`src/rtl/reset_manager_pkg.sv`:
```
// Shared definitions for the staged reset manager.
// Holds the FSM state encoding, default timing constants, a small constant
// helper, and the reset-active level macro used by every block in this slice.
`ifndef RM_RST_ACTIVE
`define RM_RST_ACTIVE 1'b0
`endif

package reset_manager_pkg;

    typedef enum logic [2:0] {
        ST_WAIT_LOCK = 3'd0,
        ST_STABLE    = 3'd1,
        ST_HOLD      = 3'd2,
        ST_RELEASE   = 3'd3,
        ST_RUN       = 3'd4
    } rm_state_t;

    localparam int RM_SYNC_STAGES = 2;
    localparam int RM_LOCK_STABLE = 1024;
    localparam int RM_HOLD_CYCLES = 16;
    localparam int RM_STAGGER     = 8;
    localparam int RM_DEBOUNCE    = 65536;

    function automatic int rm_max3(input int a, input int b, input int c);
        int m;
        m = (a > b) ? a : b;
        return (m > c) ? m : c;
    endfunction

endpackage

```
`src/rtl/sync_ff.sv`:
```
// Multi-flop synchronizer for a single asynchronous level.
//   clk   : destination clock
//   rst_n : asynchronous active-low reset, clears every flop
//   d     : asynchronous input
//   q     : synchronized output, STAGES clocks after d
module sync_ff #(
    parameter int STAGES = 2
) (
    input  logic clk,
    input  logic rst_n,
    input  logic d,
    output logic q
);

    logic [STAGES-1:0] chain;

    always_ff @(posedge clk or negedge rst_n) begin
        if (rst_n == `RM_RST_ACTIVE) chain <= '0;
        else                         chain <= {chain[STAGES-2:0], d};
    end

    assign q = chain[STAGES-1];

endmodule

```
`src/rtl/reset_manager.sv`:
```
// Staged system reset generator.
// Waits for a continuously stable PLL lock, holds both resets, releases the
// peripheral reset first and the CPU reset STAGGER cycles later. Lock loss
// or a debounced button press puts the system back into reset.
//   clk            : system clock from the clock manager
//   reset          : asynchronous active-low master reset
//   locked         : PLL lock status (asynchronous)
//   btn            : raw push-button, active-high (asynchronous, bouncy)
//   periph_reset_n : peripheral/bus reset, active-low
//   cpu_reset_n    : CPU core reset, active-low
//   ready          : system fully out of reset
//   lock_lost      : sticky, set when lock drops while running
module reset_manager
    import reset_manager_pkg::*;
#(
    parameter int SYNC_STAGES = RM_SYNC_STAGES,
    parameter int LOCK_STABLE = RM_LOCK_STABLE,
    parameter int HOLD_CYCLES = RM_HOLD_CYCLES,
    parameter int STAGGER     = RM_STAGGER,
    parameter int DEBOUNCE    = RM_DEBOUNCE
) (
    input  logic clk,
    input  logic reset,
    input  logic locked,
    input  logic btn,
    output logic periph_reset_n,
    output logic cpu_reset_n,
    output logic ready,
    output logic lock_lost
);

    localparam int CW = $clog2(rm_max3(LOCK_STABLE, HOLD_CYCLES, STAGGER) + 1);
    localparam int DW = $clog2(DEBOUNCE + 1);

    logic          locked_s, btn_s;
    logic          btn_db, btn_db_q, press;
    logic [DW-1:0] dcnt;
    logic [CW-1:0] cnt;
    rm_state_t     state, nxt;

    sync_ff #(.STAGES(SYNC_STAGES)) u_sync_lock (.clk(clk), .rst_n(reset), .d(locked), .q(locked_s));
    sync_ff #(.STAGES(SYNC_STAGES)) u_sync_btn  (.clk(clk), .rst_n(reset), .d(btn),    .q(btn_s));

    // Debouncer: accept a new level only after DEBOUNCE consecutive cycles of disagreement.
    always_ff @(posedge clk or negedge reset) begin
        if (reset == `RM_RST_ACTIVE) begin
            dcnt     <= '0;
            btn_db   <= 1'b0;
            btn_db_q <= 1'b0;
        end else begin
            btn_db_q <= btn_db;
            if (btn_s != btn_db) begin
                if (dcnt == DW'(DEBOUNCE - 1)) begin
                    btn_db <= btn_s;
                    dcnt   <= '0;
                end else begin
                    dcnt <= dcnt + 1'b1;
                end
            end else begin
                dcnt <= '0;
            end
        end
    end

    assign press = btn_db & ~btn_db_q;

    // Lock loss overrides everything; a press only restarts from RELEASE/RUN.
    function automatic rm_state_t next_state(input rm_state_t s, input logic ls,
                                             input logic pr, input logic done);
        next_state = s;
        if (s != ST_WAIT_LOCK && !ls) begin
            next_state = ST_WAIT_LOCK;
        end else begin
            case (s)
                ST_WAIT_LOCK: if (ls)   next_state = ST_STABLE;
                ST_STABLE:    if (done) next_state = ST_HOLD;
                ST_HOLD:      if (done) next_state = ST_RELEASE;
                ST_RELEASE:   if (pr)   next_state = ST_HOLD;
                              else if (done) next_state = ST_RUN;
                ST_RUN:       if (pr)   next_state = ST_HOLD;
                default:      next_state = ST_WAIT_LOCK;
            endcase
        end
    endfunction

    // The counter is loaded with N-1 on entry so a state lasts exactly N cycles.
    function automatic logic [CW-1:0] reload(input rm_state_t s);
        case (s)
            ST_STABLE:  reload = CW'(LOCK_STABLE - 1);
            ST_HOLD:    reload = CW'(HOLD_CYCLES - 1);
            ST_RELEASE: reload = CW'(STAGGER - 1);
            default:    reload = '0;
        endcase
    endfunction

    assign nxt = next_state(state, locked_s, press, cnt == '0);

    // Outputs decode the next state so they move on the same edge as the state.
    always_ff @(posedge clk or negedge reset) begin
        if (reset == `RM_RST_ACTIVE) begin
            state          <= ST_WAIT_LOCK;
            cnt            <= '0;
            periph_reset_n <= 1'b0;
            cpu_reset_n    <= 1'b0;
            ready          <= 1'b0;
            lock_lost      <= 1'b0;
        end else begin
            state <= nxt;
            if (nxt != state)    cnt <= reload(nxt);
            else if (cnt != '0)  cnt <= cnt - 1'b1;
            periph_reset_n <= (nxt == ST_RELEASE) || (nxt == ST_RUN);
            cpu_reset_n    <= (nxt == ST_RUN);
            ready          <= (nxt == ST_RUN);
            if (state == ST_RUN && nxt == ST_WAIT_LOCK) lock_lost <= 1'b1;
        end
    end

endmodule

```
`config.mk`:
```
export PLATFORM = sky130hd
export DESIGN_NAME = reset_manager
export DESIGN_NICKNAME = d
export VERILOG_FILES = /design/src/rtl/reset_manager_pkg.sv /design/src/rtl/sync_ff.sv /design/src/rtl/reset_manager.sv
export SDC_FILE = /design/constraint.sdc
export NUM_CORES = 1
export LEC_CHECK = 0
export ABC_CLOCK_PERIOD_IN_PS = 1800
export CAP_MARGIN = 20
export CORE_ASPECT_RATIO = 1.25
export CORE_MARGIN = 3
export CORE_UTILIZATION = 54
export DETAILED_ROUTE_END_ITERATION = 8
export MAX_ROUTING_LAYER = met4
export PLACE_DENSITY_LB_ADDON = 0.08
export SETUP_SLACK_MARGIN = 0.05
export SYNTH_ARGS = -nofsm -noshare
export SYNTH_HDL_FRONTEND = slang
export SYNTH_HIERARCHICAL = 1
export SYNTH_SLANG_ARGS = --single-unit
```
`constraint.sdc`:
```
create_clock -name clk -period 1.8 [get_ports clk]
set_input_delay 0.18 -clock clk [delete_from_list [all_inputs] [get_ports clk]]
set_output_delay 0.18 -clock clk [all_outputs]
set_load 0.05 [all_outputs]
```
==> results.json <==
{
  "proportion_of_synthesized_chip_area_in_sequential_cells_pct": 49.2,
  "fp.dieW_um": 60.9,
  "layout_common_cells": "dfrtp_1 (40), buf_4 (22), nor2_1 (17), xor2_1 (11), a21oi_1 (11)",
  "final_net_count": 224,
  "static-leakage-power_uw": 0.00105,
  "detail_route.drc_violations": 0,
  "worst_clock_skew_ns": 0.0108,
  "area_growth_pct": 21.0,
  "synth_async_reset_ratio_pct": 100,
  "numCtsBuffers": 5,
  "grt_max_degree": 41,
  "tritoncts": "yes",
  "postLayoutCoreUtil_pct": 69.5,
  "worstHoldPathCells": 1,
  "die_area_mm2": 0.00454,
  "timing.setup.critical_path_class": "reg -> reg",
  "reg2reg_from": "cnt[0]",
  "max_freq_mhz": 551,
  "report.final.slew_viol_count": 0,
  "critPathMaxFanout": 4,
  "min_delay_path_class": "in -> reg",
  "drt-wirelength-per-cell_um": 16.2,
  "synth_top_cells_by_area": "dfrtp_1 (49%), xor2_1 (4.7%), xnor2_1 (3.9%), nor2_1 (3.1%), a21oi_1 (2.7%)",
  "root_buffer": "clkbuf_8",
  "synth-adder-area-share_pct": 1.23,
  "post_synth_num_cell_types": 51,
  "post_synth_xor_area_fraction_pct": 8.62,
  "timing.reg2reg.worst_path_depth": 7,
  "dieHeight_um": 74.6,
  "worst_slew_pin_slew_ns": 0.505,
  "synth_mux_area_share_pct": 1.66,
  "drive_gt1_share_pct": 26.9,
  "synth_compound_gate_area_share_pct": 15.4,
  "antenna_found_initial": 0,
  "timing.final.hold_violations": 0,
  "status": "finished with violations",
  "wire_length_of_the_first_global_routing_pass_um": 7140,
  "insertedDiodeCount": 0,
  "drt-pass1-iter-count": 4,
  "insertion_delay_ns": 0.29,
  "timing.hold.worst.start": "btn",
  "mostFrequentLayoutCell": "dfrtp_1",
  "worstPathRequired_ns": 2.03,
  "routed_wl_um": 4180,
  "finish.instance_area_mm2": 0.00246,
  "launching_element_type_of_the_critical_path": "flop",
  "rows": 24,
  "start_util_pct": 57.4,
  "synth_simple_gate_area_share_pct": 19.1,
  "critical_path.startpoint": "cnt[0]",
  "first_iter_violations": 196,
  "data_arrival_time_of_the_critical_path_ns": 2.04,
  "placeableCoreArea_mm2": 0.00354,
  "ant_nets": 0,
  "clock_sink_count": 40,
  "placer_s_final_routability_congestion_estimate": 0.812,
  "clk_pin_slew_worst_paths_ns": 0.08,
  "placed_cell_area_mm2": 0.00225,
  "synth_top_area_cell": "dfrtp_1",
  "crit_end_category": "flop",
  "detail_route.vias_per_cell": 6.03,
  "grt.total_usage_pct": 21.9,
  "dpl_worst_slack_ns": -0.0601,
  "peak_ir_drop_on_the_vdd_network_mv": 0.615,
  "vias": 1555,
  "max_cap_violations": 0,
  "violations": "negative setup slack",
  "io-pin-count": 8,
  "place_hpwl_um": 2780,
  "yosys_warnings": 6,
  "post_synth.cell_area_avg_um2": 10.5,
  "htreeDepth": 2,
  "post_synth_instance_area_mm2": 0.00203,
  "port_buffers": 7,
  "yosys_register_bits": 40,
  "count_of_mapped_cells_out_of_synthesis": 193,
  "min_period_ns": 1.82,
  "synth_top_cell_area_share_pct": 49.2,
  "grt_setup_unrepaired": "yes",
  "post-route-worst-setup-slack_ns": -0.0161,
  "synthesized_net_count": 199,
  "min_period_over_period_pct": 101,
  "timing.slew.headroom_pct": 66.3,
  "number_of_global_route_vias_before_repair": 1583,
  "grt_overflow_total": 0,
  "number_of_buffers_between_clock_root_and_the_deepest_sink": 2,
  "setup_viol_count_final": 1,
  "power_density_mw_per_mm2": 804,
  "synth_top_family_by_area": "simple AND/OR/NAND/NOR gates",
  "yosys_most_used_dff": "dfrtp_1",
  "count_of_flip_flops_with_a_built_in_enable_after_synthesis": 0
}
## path summary, 6_finish.rpt
check | slack (ns) | endpoint
worst max-delay path | -0.02 | cnt[1]
worst min-delay path | 0.32 | u_sync_btn/chain[0]
worst max register to register | -0.02 | cnt[1]
worst min register to register | 0.35 | u_sync_btn/chain[1]
max in group asynchronous | 0.97 | btn_db_q
min in group asynchronous | 0.46 | state[0]
## where the power goes
part / internal, uW / switching (uW) / total [uW]
Clock: 313 / 298 / 610
Combinational: 187 / 183 / 371
Sequential: 952 / 47.1 / 999
Total: 1450 / 528 / 1980
## logic make-up (layout without fill, tap and decap cells)
logic type                 count (synthesis)  after routing
AOI/OAI and AO/OA                         42             42
xor gates and xnor gates                  20             20
adders and majority gates                  2              2
buffers and inverters                     18             44
DFF                                       40             40
muxes                                      3              3
and+or+nand+nor                           68             68
## routing by layer
metal	up-vias	global-route usage, %	part of all wire, %
met4	0	8.43	1.4
met2	30	39.4	55
met3	7	4.34	3.1
met1	773	23.0	41
li1	745	-	-
met5	-	-	0
## flip-flops by register name, indices dropped and copies added (netlist names), 2 cells and up
register and flops:
cnt 11, dcnt 17, state 3, u_sync_btn/chain 2, u_sync_lock/chain 2
## stage by stage
stage	instances	setup TNS (ns)	total power [uW]	hold WS, ns
CTS	257	-0.0123	1970	0.317
global route	258	-0.783	2080	0.331
detailed placement	245	-0.202	1310	0.276
floorplan	193	-0.0803	1210	-0.116
global placement	245	-0.0124	1290	0.259
finish	258	-0.0161	1980	0.325
## area by class of cell
cell class / instances / area (um2)
well taps: 39 / 48.8
flip-flops and latches: 40 / 1000
repair buffers: 32 / 272
inverters: 4 / 15.0
multi-input cells: 135 / 1030
fillers: 271 / 1080
clock buffers: 8 / 90.1
## cell usage after synthesis (3+ instances only)
master	count
nor4_1	3
nand4_1	4
nand2_1	9
buf_2	5
o31ai_1	5
nor3_1	4
o21ai_0	4
inv_1	4
xor2_1	11
nor2_1	17
xnor2_1	9
or4_1	3
a211oi_1	5
nand3_1	9
a21oi_1	11
dfrtp_1	40
or3_1	3
clkbuf_1	5
## worst max-delay path, cell delays in order (launching register included)
cell	delay, ns
dfrtp_1	0.40
inv_2	0.09
ha_4	0.13
or3b_4	0.41
nor3_4	0.17
buf_4	0.15
mux2_4	0.30
o21ai_2	0.10
## timing repair
| action | 4_1_cts | 5_1_grt |
|---|---|---|
| setup endpoints to repair | 15 | 33 |
| setup buffers | 3 | 1 |
| resized for setup | 9 | 6 |
| hold buffers | 1 | 0 |
| hold endpoints to repair | 40 | 0 |
| pin swaps | 4 | 2 |
(Power assumes the default switching activity.)
